===== src/rtl/line_echo_ctrl.sv =====
// Line echo controller: counts complete lines arriving into an external
// show-ahead FIFO and, after an idle gap, enables the transmitter and pops
// words out one per done_tx handshake.
module line_echo_ctrl #(
    parameter int                    DATA_WIDTH     = 8,
    parameter logic [DATA_WIDTH-1:0] TERM_CHAR      = 8'h0A,
    parameter int                    WAIT_CYCLES    = 11,
    parameter int                    LINE_CNT_WIDTH = 4,
    parameter int                    MODE           = 0
) (
    input  logic                      clk,
    input  logic                      rst_n,
    input  logic                      done_rx,
    input  logic [DATA_WIDTH-1:0]     data_rx,
    input  logic                      empty,
    input  logic [DATA_WIDTH-1:0]     fifo_dout,
    input  logic                      done_tx,
    output logic                      en_tx,
    output logic                      rd_en_fifo,
    output logic [LINE_CNT_WIDTH-1:0] lines_pending,
    output logic                      line_ovf
);

    localparam int            CW        = (WAIT_CYCLES > 1) ? $clog2(WAIT_CYCLES) : 1;
    localparam logic [CW-1:0] WAIT_LAST = CW'(WAIT_CYCLES - 1);

    typedef enum logic [1:0] {IDLE, WAIT, SEND, LAST} state_t;

    state_t                    state, state_nx;
    logic [CW-1:0]             wait_cnt, cnt_nx;
    logic                      first_pop;
    logic                      rx_term, pop_term;
    logic [LINE_CNT_WIDTH-1:0] lines_nx;
    logic                      ovf_nx;

    assign rx_term    = done_rx & (data_rx == TERM_CHAR);
    // First SEND cycle pops without a done_tx to prime the transmitter.
    assign rd_en_fifo = (state == SEND) & ~empty & (first_pop | done_tx);
    assign pop_term   = rd_en_fifo & (fifo_dout == TERM_CHAR);

    // Saturating line counter update; a simultaneous push and pop cancel.
    always_comb begin
        lines_nx = lines_pending;
        ovf_nx   = line_ovf;
        if (rx_term & ~pop_term) begin
            if (lines_pending == '1) ovf_nx = 1'b1;
            else                     lines_nx = lines_pending + 1'b1;
        end else if (pop_term & ~rx_term & (lines_pending != '0)) begin
            lines_nx = lines_pending - 1'b1;
        end
    end

    // Next-state and wait counter.
    always_comb begin
        state_nx = state;
        cnt_nx   = wait_cnt;
        case (state)
            IDLE: begin
                cnt_nx = '0;
                if (~empty && ((MODE != 0) || (lines_pending != '0))) state_nx = WAIT;
            end
            WAIT: begin
                if (empty) begin
                    state_nx = IDLE;
                    cnt_nx   = '0;
                end else if (wait_cnt == WAIT_LAST) begin
                    state_nx = SEND;
                    cnt_nx   = '0;
                end else begin
                    cnt_nx = wait_cnt + 1'b1;
                end
            end
            SEND: begin
                // Last terminator of the backlog popped, or nothing left to pop.
                if ((MODE == 0) && pop_term && (lines_nx == '0)) state_nx = LAST;
                else if (empty)                                   state_nx = LAST;
            end
            LAST: begin
                if (done_tx) state_nx = IDLE;
            end
            default: state_nx = IDLE;
        endcase
    end

    // State, counters and registered transmitter enable.
    always_ff @(posedge clk or negedge rst_n) begin
        if (!rst_n) begin
            state         <= IDLE;
            wait_cnt      <= '0;
            en_tx         <= 1'b0;
            first_pop     <= 1'b1;
            lines_pending <= '0;
            line_ovf      <= 1'b0;
        end else begin
            state         <= state_nx;
            wait_cnt      <= cnt_nx;
            en_tx         <= (state_nx == SEND) || (state_nx == LAST);
            first_pop     <= (state != SEND);
            lines_pending <= lines_nx;
            line_ovf      <= ovf_nx;
        end
    end

endmodule

===== config.mk =====
export PLATFORM = sky130hd
export DESIGN_NAME = line_echo_ctrl
export DESIGN_NICKNAME = d
export VERILOG_FILES = /design/src/rtl/line_echo_ctrl.sv
export SDC_FILE = /design/constraint.sdc
export NUM_CORES = 1
export LEC_CHECK = 0
export BUFFER_PORTS_ARGS = -buffer_cell sky130_fd_sc_hd__buf_2
export CAP_MARGIN = 20
export CORE_ASPECT_RATIO = 1.75
export CORE_MARGIN = 1
export CORE_UTILIZATION = 33
export CTS_CLUSTER_SIZE = 28
export DETAILED_ROUTE_END_ITERATION = 8
export MAX_ROUTING_LAYER = met4
export REMOVE_ABC_BUFFERS = 1
export SETUP_SLACK_MARGIN = 0.02
export SYNTH_ARGS = -nofsm -noshare
export SYNTH_HDL_FRONTEND = slang
export SYNTH_SLANG_ARGS = --single-unit

===== constraint.sdc =====
create_clock -name clk -period 2 [get_ports clk]
set_clock_uncertainty 0.15 [all_clocks]
set_input_delay 0.4 -clock clk [delete_from_list [all_inputs] [get_ports clk]]
set_output_delay 0.4 -clock clk [all_outputs]
set_load 0.02 [all_outputs]

==> Word-level counts from Yosys, hierarchy flattened <==
Index checks and enable logic that the tools add are counted.
{ "totals": {"input_bits": 21, "output_inout_bits": 7, "regBits": 13, "elab_cells": 51} }
{ "op_classes": {"bitwise": 11, "eq_ne": 10, "reduce_logical": 8, "add_sub_neg": 3, "n_mux": 13} }
{ "op_table": {"columns": ["op", "count"], "rows": [
  ["2-to-1 mux 4 bit", 5],
  ["equality test 8 x 4 -> 1 bit (second input constant)", 2],
  ["2-to-1 mux 2 bit", 6],
  ["adder 4 x 1 -> 4 bit (second input constant)", 2],
  ["equality test 2 bit (second input constant)", 4],
  ["equality test 4 bit (second input constant)", 2],
  ["one-hot mux 2 bit (4 select lines)", 1],
  ["one-hot mux 4 bit (2 select lines)", 1],
  ["bitwise AND 1 bit", 7],
  ["zero test 4 bit", 1],
  ["nonzero test 4 bit", 1],
  ["subtractor 4 x 1 -> 4 bit (second input constant)", 1],
  ["inverter 1 bit", 3],
  ["equality test 2 x 1 -> 1 bit (second input constant)", 1],
  ["logical AND 1 bit", 2],
  ["zero test 2 bit", 1],
  ["!= test 2 bit (second input constant)", 1],
  ["AND reduction 2 bit", 1],
  ["nonzero test 2 bit", 1],
  ["logical OR 1 bit", 1],
  ["OR 1 bit", 1]
]} }

==> Longest topological paths before layout <==
Gate-level depths: netlist of the first run.
{ "depth": {"word_depth": 14, "mapped_depth": 7, "ltp_nobuf": 7} }

==> Least setup slack after synthesis of the first run <==
OpenSTA, ideal clock, no wires.
{ "synth_path": {"kind": "register -> register", "from": "register en_tx (netlist name)", "to": "register state[0]", "slack_ns": 0.075, "t_arrival_ns": 1.642, "setup_ns": 0.133, "n_path_buf": 1, "stages_incl_launch_ff": 8, "period_less_slack_ns": 1.925, "t_required_ns": 1.717, "path_cell_list": "dfrtp_1 buf_6 nor3b_4 and4b_2 nand3_1 o22a_1 mux2i_1 o31ai_2"} }
{ "synth_lines": {"columns": ["item", "line_no", "text"], "rows": [
  ["end signal, assigned", "95", "state <= state_nx;"],
  ["end, declared", "29", "state_t state, state_nx;"]
]} }

==> Final worst setup path of the first run <==
{ "layout_path": {"from": "register state[0]", "to": "output rd_en_fifo"} }
{ "layout_via": {"elab_chain_len": 3} }
{ "layout_lines": {"columns": ["item", "line_no", "text"], "rows": [
  ["equality test 2 bit", "38", "assign rd_en_fifo = (state == SEND) & ~empty & (first_pop | done_tx);"],
  ["bitwise AND 1 bit (2 in a row)", "38", null],
  ["end, declared", "19", "output logic rd_en_fifo,"]
]} }
Every way passes these cells.

==> metrics, run 1 <==
post-synthesis sequential element count=12; Peak supply drop=between 0.5 and 0.6 mV; Clk Tree Root Cell=sky130_fd_sc_hd__clkbuf_8; result of the run=finished, final reports clean; number of standard-cell rows in the floorplan=23; Area growth syn-to-layout=39.4%; sequential-to-total area share from yosys stat=between 30 and 40%; Util after Layout=roughly half; via total after detailed routing=around 840; GP Congestion=about 0.9; Place WS=-109 ps; most numerous cell in the Yosys netlist=sky130_fd_sc_hd__o21ai_0; Mapped Cells=89; Register-to-Register Setup Slack=130 ps; fraction of layout instances using a drive strength above 1=between 40 and 50%; average via count per standard cell=between 5 and 6; count of max-cap constraint violations=0; HPWL reported at the end of detailed placement=roughly 1.6 mm; pin count of the biggest net entering global routing=13; clock tree from TritonCTS=done; worst min path class=flop to flop; Int Pwr=between 0.5 and 0.6 mW; Chip Width=between 40 and 50 um; placed cells=150; final period demand of the worst path=between 1500 and 2000 ps; area enclosed by the die boundary=approximately 2800 um^2; maximum clock frequency=525 MHz; share of the cycle needed by the critical path after routing=a little over nine tenths; final setup violation count=0; clock-pin slew of the registers on the worst-case setup and hold paths=roughly 50 ps; post-synthesis cell area=845 um^2; Antenna Cells=0; number of remaining DRC errors=0; sequential fraction of design power=a little under two fifths; share of total power in combinational logic=a little over a quarter; initial antenna violation count=0; total leakage power=~0.58 nW; post-route non-filler standard cell count=158; Crit path required time=approximately 1500 ps; Worst setup SP type=flop; total wirelength of the detailed-routed design=around 2.0 mm; global-route wire length before repair=3.27 mm; synth warn=0; Fin Setup TNS=0 ps; Core ar.=about 2400 um^2; instance area at placement=1070 um^2; worst-path maximum fanout=3; Synth top area share=about a third; count of input and output buffers=27; Pre-Repair DR Iteration Count=4; die boundary height=slightly below 70 um; clock network fraction of total power=36.2%; initial detailed-routing violation count=20; Max Root-Sink Buffers=2; # fillers=236; RSZ-0062 raised after global routing=no; headroom to the max-slew limit=~72%; Total GRT Usage=17.6%; count of final hold-check violations=0; average cell area after synthesis=approximately 9.5 um^2; critical setup path kind=flop to primary output; power spent charging and discharging nets=a little over 0.2 mW; Post-Layout Inst Area=1180 um^2; type of element capturing the critical path=primary output; leading cell types by count after synthesis=sky130_fd_sc_hd__o21ai_0, sky130_fd_sc_hd__dfrtp_1, sky130_fd_sc_hd__nand2_1, sky130_fd_sc_hd__nor2_1, sky130_fd_sc_hd__nand3_1; final setup slack of the worst path=around 94 ps; power density relative to cell area=~620 nW/um^2; Synth Flop Type=sky130_fd_sc_hd__dfrtp_1; Worst EP arrival=1360 ps; smallest hold slack=332 ps; TritonCTS buffer count=3; via count of the first global-routing pass=between 700 and 800; dominant cell type by area after synthesis=sky130_fd_sc_hd__dfrtp_1; remaining global-route overflow=0; post-synthesis cell type count=37; clock latency on the worst-skew pair=approximately 240 ps; count of nets after finishing=159; Power Total=around 0.73 mW; final slew viol count=0; leading post-synthesis cells by cell area=sky130_fd_sc_hd__dfrtp_1, sky130_fd_sc_hd__o21ai_0, sky130_fd_sc_hd__ha_1; actual transition at the worst max-transition pin=a little over 400 ps; number of flops mapped to enable cells by yosys=0; fraction of synthesis flops using an asynchronous set or reset pin=100%; initial cell density of the core=35.8%; proportion of total power due to net switching=28.3%; CTS H-tree depth=1; I/O pin count=28; number of clock sinks=12; Antenna Nets Post-Route=0; per-cell routed wire length=12.9 um
cells in the final DEF (no fill, tap or decap), drive strengths merged, types with 4 or more instances in the layout:
cell type  synthesis  routed
buf                1      40
o21ai             12      12
nand3              5       5
clkbuf             0       4
nor2               7       7
nor3               4       4
dfrtp             11      11
nand2             11      11
inv                4       4
ha                 4       4
worst paths after layout:
kind / from / end / cells after the start
hold reg to reg: line_ovf$_DFFE_PN0P_ / line_ovf$_DFFE_PN0P_ / 1
setup / recovery: state[0]$_DFF_PN0_ / rd_en_fifo / 4
min in group asynchronous: rst_n / lines_pending[1]$_DFF_PN0_ / 2
hold / removal: line_ovf$_DFFE_PN0P_ / line_ovf$_DFFE_PN0P_ / 1
max in group asynchronous: rst_n / first_pop$_DFF_PN1_ / 2
setup reg to reg: state[0]$_DFF_PN0_ / state[0]$_DFF_PN0_ / 6
registers in the layout, indices dropped and copies added, names as in the netlist:
| signal | cells |
|---|---|
| lines_pending | 4 |
| wait_cnt | 4 |
| first_pop | 1 |
| line_ovf | 1 |
| state | 1 |
| en_tx | 1 |
layout make-up:
| type | count | area (um^2) | share of cell area [%] |
|---|---|---|---|
| flip-flops and latches | 12 | 302 | 25.6 |
| well taps | 25 | 31.3 | 2.66 |
| multi-input cells | 72 | 522 | 44.3 |
| inverters | 4 | 15.0 | 1.28 |
| repair buffers | 41 | 253 | 21.5 |
| clock buffers | 4 | 55.1 | 4.68 |
worst max-delay path, cell delays in order (launching register included):
cell                      delay [ps]
sky130_fd_sc_hd__dfrtp_1         410
sky130_fd_sc_hd__buf_6           130
sky130_fd_sc_hd__or2b_1          250
sky130_fd_sc_hd__nor3_2          170
sky130_fd_sc_hd__buf_4           160
per-layer routing:
| layer | track usage [%] | wire, um | vias up |
|---|---|---|---|
| li1 | - | - | 417 |
| met2 | 31.3 | 1150 | 27 |
| met4 | 9.17 | 21 | 0 |
| met3 | 2.88 | 80 | 2 |
| met5 | - | 0 | - |
| met1 | 17.3 | 780 | 395 |
power groups by stage:
| stage | registers [mW] | logic, mW | clock network (mW) |
|---|---|---|---|
| final | 0.272 | 0.192 | 0.263 |
| after detailed placement | 0.275 | 0.187 | 0 |
| after global routing | 0.275 | 0.218 | 0.282 |
| after CTS | 0.272 | 0.189 | 0.273 |
| after global placement | 0.276 | 0.185 | 0 |
| after floorplan | 0.302 | 0.0753 | 0 |
cell families after synthesis:
| logic type | after synthesis | share of synthesized area (%) |
|---|---|---|
| flip-flops | 12 | 35.7 |
| AO/OA/AOI/OAI | 24 | 19.0 |
| XOR/XNOR | 1 | 1.04 |
| adder cells (fa/ha/maj) | 4 | 5.93 |
| buffers and inverters | 5 | 3.11 |
| AND/OR/NAND/NOR | 42 | 34.1 |
| multiplexers | 1 | 1.19 |
what timing repair did:
action                                  CTS  global route
endpoints found under the hold margin    11             0
hold buffers                              1             0
buffers inserted                          0             3
gates resized for setup                   0             4
endpoints found under the setup margin    0             1
(Power assumes the default switching activity.)
==> inputs of run 2 (changes only) <==
--- a/config.mk
+++ b/config.mk
@@ -5,6 +5,7 @@
 export SDC_FILE = /design/constraint.sdc
 export NUM_CORES = 1
 export LEC_CHECK = 0
+export ABC_AREA = 1
 export BUFFER_PORTS_ARGS = -buffer_cell sky130_fd_sc_hd__buf_2
 export CAP_MARGIN = 20
 export CORE_ASPECT_RATIO = 1.75
==> constraint.sdc (replaced) <==
create_clock -name clk -period 1.6 [get_ports clk]
set_clock_uncertainty 0.15 [all_clocks]
set_input_delay 0.32 -clock clk [delete_from_list [all_inputs] [get_ports clk]]
set_output_delay 0.32 -clock clk [all_outputs]
set_load 0.02 [all_outputs]
==> run 2 against run 1 <==
Compared with the run above: the run now ends with DRC, setup timing left; sequential share of layout area down 5.1 points; synthesized cell count grew 49%; first-iteration DRC count up 10%; register-to-register slack got worse by 290 ps; critical path depth grew 2; cell count is 39% higher; clock power rose by 23%; clock-buffer cell count did not move; critical endpoint unchanged.
==> metrics, run 2 <==
headroom to the max-slew limit=77.1% (+4.8 points); via total after detailed routing=1080 (+28%); ordered list of cells on the worst path=nor2_2 > nor2_4 > nand2_4 > buf_4 > inv_2 > buf_6; Largest delay share family, worst path=flip-flops; Area growth syn-to-layout=49.0%; Pre-Repair DR Iteration Count=8 (+4); Antenna Cells=0 (unchanged); final slew viol count=0 (unchanged); die boundary height=74.3 um (+7.8%); Synth top area share=27.9% (-4.7 points); Mapped Cells=133 (+49%); violations in the final reports=DRC, setup timing; Worst EP arrival=1300 ps (-60 ps); Register-to-Register Setup Slack=-160 ps (-290 ps); remaining global-route overflow=0 (unchanged); synth warn=0 (unchanged); r2r endpoint=state[0]$_DFF_PN0_; final period demand of the worst path=about 1800 ps; maximum single-stage delay on the critical path=530 ps (+120 ps); most numerous cell in the Yosys netlist=sky130_fd_sc_hd__nand2_1; total leakage power=0.805 nW (+40%); initial cell density of the core=35.4% (-0.37 points); hold worst-path end=state[0]$_DFF_PN0_; CTS H-tree depth=1 (unchanged); I/O pin count=28 (unchanged); HPWL reported at the end of detailed placement=2.27 mm (+39%); Chip Width=43.3 um (+7.7%); critical setup path kind=flop to primary output; RSZ-0062 raised after global routing=yes; smallest hold slack=275 ps (-56.5 ps); worst-path maximum fanout=2 (-1); clock latency on the worst-skew pair=240 ps (about the same); number of standard-cell rows in the floorplan=25 (+8.7%); number of flops mapped to enable cells by yosys=0 (unchanged); count of input and output buffers=27 (unchanged); global-route wire length before repair=4.40 mm (+35%); final setup slack of the worst path=-167 ps (-260 ps); leading cell types in the layout, fill and taps excluded=sky130_fd_sc_hd__buf_4, sky130_fd_sc_hd__buf_2, sky130_fd_sc_hd__nand2_1; Max Root-Sink Buffers=2 (unchanged); clock-pin slew of the registers on the worst-case setup and hold paths=50 ps (about the same); biggest registers after layout=lines_pending x4, wait_cnt x4; count of cells along the worst register-to-register path=11 (+5); dominant cell type by area after synthesis=sky130_fd_sc_hd__dfrtp_1; number of clock sinks=12 (unchanged); Core ar.=2780 um^2 (+18%); total wirelength of the detailed-routed design=2.69 mm (+32%); most common cell after layout, fill and taps aside=sky130_fd_sc_hd__buf_4; area enclosed by the die boundary=3220 um^2 (+16%); pin count of the biggest net entering global routing=13 (unchanged); power density relative to cell area=696 nW/um^2 (+13%); leading cell types by count after synthesis=sky130_fd_sc_hd__nand2_1, sky130_fd_sc_hd__inv_1, sky130_fd_sc_hd__dfrtp_1, sky130_fd_sc_hd__nand3_1, sky130_fd_sc_hd__nor2_1; start point of the worst hold path=done_tx; post-synthesis sequential element count=12 (unchanged); placed cells=213 (+42%); Worst setup SP type=flop; count of nets after finishing=219 (+38%); fraction of layout instances using a drive strength above 1=46.6% (+3.0 points); Total GRT Usage=19.0% (+1.4 points); result of the run=finished with violations; count of max-cap constraint violations=0 (unchanged); fraction of synthesis flops using an asynchronous set or reset pin=100% (unchanged); Hold Path Depth=4 (+3); instance count on the critical path=6 (+2); TritonCTS buffer count=3 (unchanged); post-synthesis cell type count=28 (-24%); type of element capturing the critical path=primary output; number of buffer and inverter stages on the critical path=3 (+1); via count of the first global-routing pass=1128 (+47%); leading post-synthesis cells by cell area=sky130_fd_sc_hd__dfrtp_1, sky130_fd_sc_hd__nand2_1, sky130_fd_sc_hd__inv_1; count of final hold-check violations=0 (unchanged); Crit path required time=1130 ps (-320 ps); average via count per standard cell=4.91 (-7.8%); cell type of the slowest stage on the worst timing path=sky130_fd_sc_hd__dfstp_2; Synth Flop Type=sky130_fd_sc_hd__dfrtp_1; maximum clock frequency=between 500 and 600 MHz; clock tree from TritonCTS=done; Clk Tree Root Cell=sky130_fd_sc_hd__clkbuf_8; Peak supply drop=0.743 mV (+30%); worst min path class=primary input to flop; post-route non-filler standard cell count=220 (+39%); per-cell routed wire length=12.2 um (-5.1%); final setup violation count=5 (+5); sequential-to-total area share from yosys stat=30.6% (-5.1 points); actual transition at the worst max-transition pin=340 ps (-72.7 ps); initial antenna violation count=0 (unchanged); average cell area after synthesis=7.41 um^2 (-22%); initial detailed-routing violation count=22 (+10%); Antenna Nets Post-Route=0 (unchanged); GP Congestion=0.831 (-7.8%); number of remaining DRC errors=5 (+5); share of the cycle needed by the critical path after routing=110%; post-synthesis cell area=986 um^2 (+17%); r2r startpoint=first_pop$_DFF_PN1_
run 2: cell count changes in the layout (fill, tap and decap cells not counted), sizes merged, moves of 10 or more:
cell   change
nand2     +21
buf       +15
nand3     +10
nor2      +11
inv       +23
o21ai     -10
run 2: per-stage QoR:
stage | util [%] | setup TNS (ps) | cell area, um^2 | power [mW] | setup WS (ps)
after global routing | 52.8 | -892 | 1470 | 1.10 | -276
after global placement | 48.5 | -330 | 1350 | 0.676 | -185
after floorplan | - | -221 | 986 | 0.544 | -221
after detailed placement | 48.5 | -603 | 1350 | 0.690 | -254
final | 52.8 | -494 | 1470 | 1.02 | -167
after CTS | 51.6 | -333 | 1440 | 1.03 | -172
run 2: per-layer routing:
metal  part of all wire (%)  wire [um]  vias up  track usage, %
met1                     32        847      505            13.8
li1                       -          -      543               -
met5                      0          0        -               -
met2                     64       1720       26            41.1
met3                    3.0         81        6            1.94
met4                    1.3         36        0            9.72
run 2: what timing repair did:
action / CTS / global route
hold buffers: 1 / 0
buffers inserted: 0 / 2
pin swaps: 1 / 1
endpoints found under the setup margin: 5 / 5
resized for setup: 5 / 4
hold endpoints to repair: 11 / 0
cloned: 0 / 0
run 2: logic make-up after synthesis:
kind of cell               count (synthesis)  share of synthesized area (%)
xor gates and xnor gates                   4                           3.55
adders and majority gates                  4                           5.08
and+or+nand+nor                           74                           42.6
DFF                                       12                           30.6
AOI/OAI and AO/OA                         12                           7.87
buffers and inverters                     27                           10.3
run 2: cell type report:
type | instances | area [um^2]
Inverter | 27 | 101
Clock buffer | 4 | 55.1
Sequential cell | 12 | 302
Fill cell | 266 | 1320
Tap cell | 27 | 33.8
Timing Repair Buffer | 56 | 362
Multi-Input combinational cell | 94 | 616
run 2: how the worst max path moves through the flow:
stage                                     from                  to  slack [ps]
CTS                        first_pop$_DFF_PN1_  state[0]$_DFF_PN0_        -170
global route               first_pop$_DFF_PN1_  state[0]$_DFF_PN0_        -280
global placement                  fifo_dout[4]  state[0]$_DFF_PN0_        -180
detailed placement                fifo_dout[6]  state[0]$_DFF_PN0_        -250
floorplan           lines_pending[0]$_DFF_PN0_  state[0]$_DFF_PN0_        -220
finish                     first_pop$_DFF_PN1_          rd_en_fifo        -170
run 2: tightest hold or removal path: cells and delay by family:
family,cells,cell delay [ps]
compound gates,1,80
buf+inv,1,100
simple gates,2,120
run 2: power by group:
part / switching [mW] / total [mW] / internal, mW
clock: 0.106 / 0.323 / 0.217
combinational: 0.172 / 0.323 / 0.151
sequential: 0.0354 / 0.377 / 0.342
total: 0.314 / 1.02 / 0.709
==> inputs of run 3 (changes only) <==
--- a/config.mk
+++ b/config.mk
@@ -16,6 +16,7 @@
 export MAX_ROUTING_LAYER = met4
 export REMOVE_ABC_BUFFERS = 1
 export SETUP_SLACK_MARGIN = 0.02
+export SKIP_LAST_GASP = 1
 export SYNTH_ARGS = -nofsm -noshare
 export SYNTH_HDL_FRONTEND = slang
 export SYNTH_SLANG_ARGS = --single-unit
==> constraint.sdc (replaced) <==
create_clock -name clk -period 2.19 [get_ports clk]
set_clock_uncertainty 0.15 [all_clocks]
set_input_delay 0.438 -clock clk [delete_from_list [all_inputs] [get_ports clk]]
set_output_delay 0.438 -clock clk [all_outputs]
set_load 0.02 [all_outputs]
==> run 3 against run 2 <==
Compared with the run above: worst hold slack improved by 83 ps; total power down 32%; largest cell class unchanged; the run ends with DRC left; critical endpoint is now state[0]$_DFF_PN0_; clock power down 26%; critical path type is now flop to flop.
==> metrics, run 3 (synthesized netlist as in run 2, its figures left out) <==
ordered list of cells on the worst path=inv_1 > ha_1 > nand3_1 > nand3_2 > nand2_2 > nand2_2 > nand2_2 > nand2_2 > nor2_2 > nand2_1 > nand2_1 > nand2_1 > nand3_2; clock tree from TritonCTS=done; most common cell after layout, fill and taps aside=sky130_fd_sc_hd__buf_2; r2r endpoint=state[0]$_DFF_PN0_; Util after Layout=44.1% (-8.7 points); share of the cycle needed by the critical path after routing=89.2%; actual transition at the worst max-transition pin=373 ps (+33.2 ps); Total GRT Usage=15.3% (-3.7 points); Crit path required time=2160 ps (+1030 ps); Antenna Cells=0 (unchanged); r2r startpoint=lines_pending[0]$_DFF_PN0_; initial detailed-routing violation count=35 (+59%); cell type of the slowest stage on the worst timing path=sky130_fd_sc_hd__dfrtp_1; count of input and output buffers=27 (unchanged); sequential fraction of design power=40.5% (+3.6 points); biggest registers after layout=lines_pending x4, wait_cnt x4; count of cells along the worst register-to-register path=13 (+2); headroom to the max-slew limit=74.9% (-2.2 points); count of nets after finishing=192 (-12%); worst-path maximum fanout=5 (+3); Hold Path Depth=2 (-2); instance area at placement=1160 um^2 (-14%); per-cell routed wire length=11.4 um (-7.0%); clock latency on the worst-skew pair=240 ps (about the same); I/O pin count=28 (unchanged); Max Root-Sink Buffers=2 (unchanged); final slew viol count=0 (unchanged); violations in the final reports=DRC; via total after detailed routing=966 (-11%); critical setup path kind=flop to flop; most frequent cell on the critical path=sky130_fd_sc_hd__nand2_2; pin count of the biggest net entering global routing=13 (unchanged); final setup violation count=0 (-5); result of the run=finished with violations; Chip Width=43.3 um (unchanged); Peak supply drop=0.549 mV (-26%); average via count per standard cell=5.01 (+2.0%); Fin Setup TNS=0 ps (+494 ps); smallest hold slack=359 ps (+83.5 ps); number of clock sinks=12 (unchanged); type of element capturing the critical path=flop; maximum single-stage delay on the critical path=440 ps (-90 ps); Post-Layout Inst Area=1230 um^2 (-16%); maximum clock frequency=512 MHz; Core ar.=2780 um^2 (unchanged); TritonCTS buffer count=3 (unchanged); Worst setup SP type=flop; count of max-cap constraint violations=0 (unchanged); initial cell density of the core=35.4% (unchanged); proportion of total power due to net switching=31.5% (+0.87 points); Area growth syn-to-layout=24.5%; via count of the first global-routing pass=939 (-17%); fraction of layout instances using a drive strength above 1=34.9% (-12 points); Worst EP arrival=1930 ps (+630 ps); final period demand of the worst path=1950 ps; Antenna Nets Post-Route=0 (unchanged); Register-to-Register Setup Slack=240 ps (+400 ps); hold worst-path end=line_ovf$_DFFE_PN0P_; share of total power in combinational logic=24.9% (-6.7 points); HPWL reported at the end of detailed placement=1.85 mm (-18%); GP Congestion=0.755 (-9.1%); number of standard-cell rows in the floorplan=25 (unchanged); CTS H-tree depth=1 (unchanged); remaining global-route overflow=0 (unchanged); start point of the worst hold path=line_ovf$_DFFE_PN0P_; power spent charging and discharging nets=0.218 mW (-30%); start point of the critical path=lines_pending[0]$_DFF_PN0_; die boundary height=74.3 um (unchanged); number of remaining DRC errors=5 (unchanged); clock-pin slew of the registers on the worst-case setup and hold paths=50 ps (about the same); Clk Tree Root Cell=sky130_fd_sc_hd__clkbuf_8; clock network fraction of total power=34.6% (+3.0 points); count of final hold-check violations=0 (unchanged); Pre-Repair DR Iteration Count=8 (unchanged); global-route wire length before repair=3.62 mm (-18%); total leakage power=0.679 nW (-16%); total wirelength of the detailed-routed design=2.19 mm (-18%); leading cell types in the layout, fill and taps excluded=sky130_fd_sc_hd__buf_2, sky130_fd_sc_hd__nand2_1, sky130_fd_sc_hd__inv_1; initial antenna violation count=0 (unchanged); Int Pwr=0.474 mW (-33%); worst min path class=flop to flop; area enclosed by the die boundary=3220 um^2 (unchanged); RSZ-0062 raised after global routing=no; power density relative to cell area=564 nW/um^2 (-19%)
==> run 3: power groups by stage <==
stage | registers (mW) | logic, mW | clock network [mW]
2_1_floorplan | 0.283 | 0.114 | 0
3_5_place_dp | 0.284 | 0.172 | 0
5_1_grt | 0.283 | 0.200 | 0.253
6_report | 0.280 | 0.172 | 0.240
3_3_place_gp | 0.283 | 0.167 | 0
4_1_cts | 0.280 | 0.175 | 0.244
==> run 3: area by class of cell <==
cell class / count / area (um^2)
fill: 272 / 1560
multi-input combinational: 94 / 583
sequential: 12 / 302
timing repair buffer: 29 / 153
inverter: 27 / 101
clock buffer: 4 / 55.1
tap: 27 / 33.8
==> run 3: worst max-delay path by stage <==
stage | end | cells after the start
after floorplan | state[0]$_DFF_PN0_ | 12
final | state[0]$_DFF_PN0_ | 13
after global placement | state[0]$_DFF_PN0_ | 16
after CTS | state[0]$_DFF_PN0_ | 12
after detailed placement | state[0]$_DFF_PN0_ | 15
after global routing | state[0]$_DFF_PN0_ | 12
==> run 3: timing repair <==
action / in CTS / in global routing
setup buffers: 0 / 0
resized for setup: 0 / 0
hold buffers: 1 / 0
endpoints found under the hold margin: 11 / 0
==> run 3: layer usage <==
| layer | global-route usage [%] | share of wire, % |
|---|---|---|
| met1 | 14.6 | 36 |
| met2 | 29.6 | 58 |
| met3 | 0.728 | 3.6 |
| met4 | 8.33 | 2.2 |
| met5 | - | 0 |
==> run 3: metrics by stage <==
step           std cells  setup WS (ps)  total power [mW]
2_1_floorplan        133            369             0.397
3_3_place_gp         188            248             0.449
3_5_place_dp         188            212             0.456
4_1_cts              193            239             0.699
5_1_grt              193           75.8             0.736
6_report             193            236             0.692
==> run 3: critical path, delay by kind of cell (launching register included) <==
family / cells / cell delay, ps
flip-flops: 1 / 440
AND/OR/NAND/NOR: 11 / 880
adder cells (fa/ha/maj): 1 / 230
buffers and inverters: 1 / 130
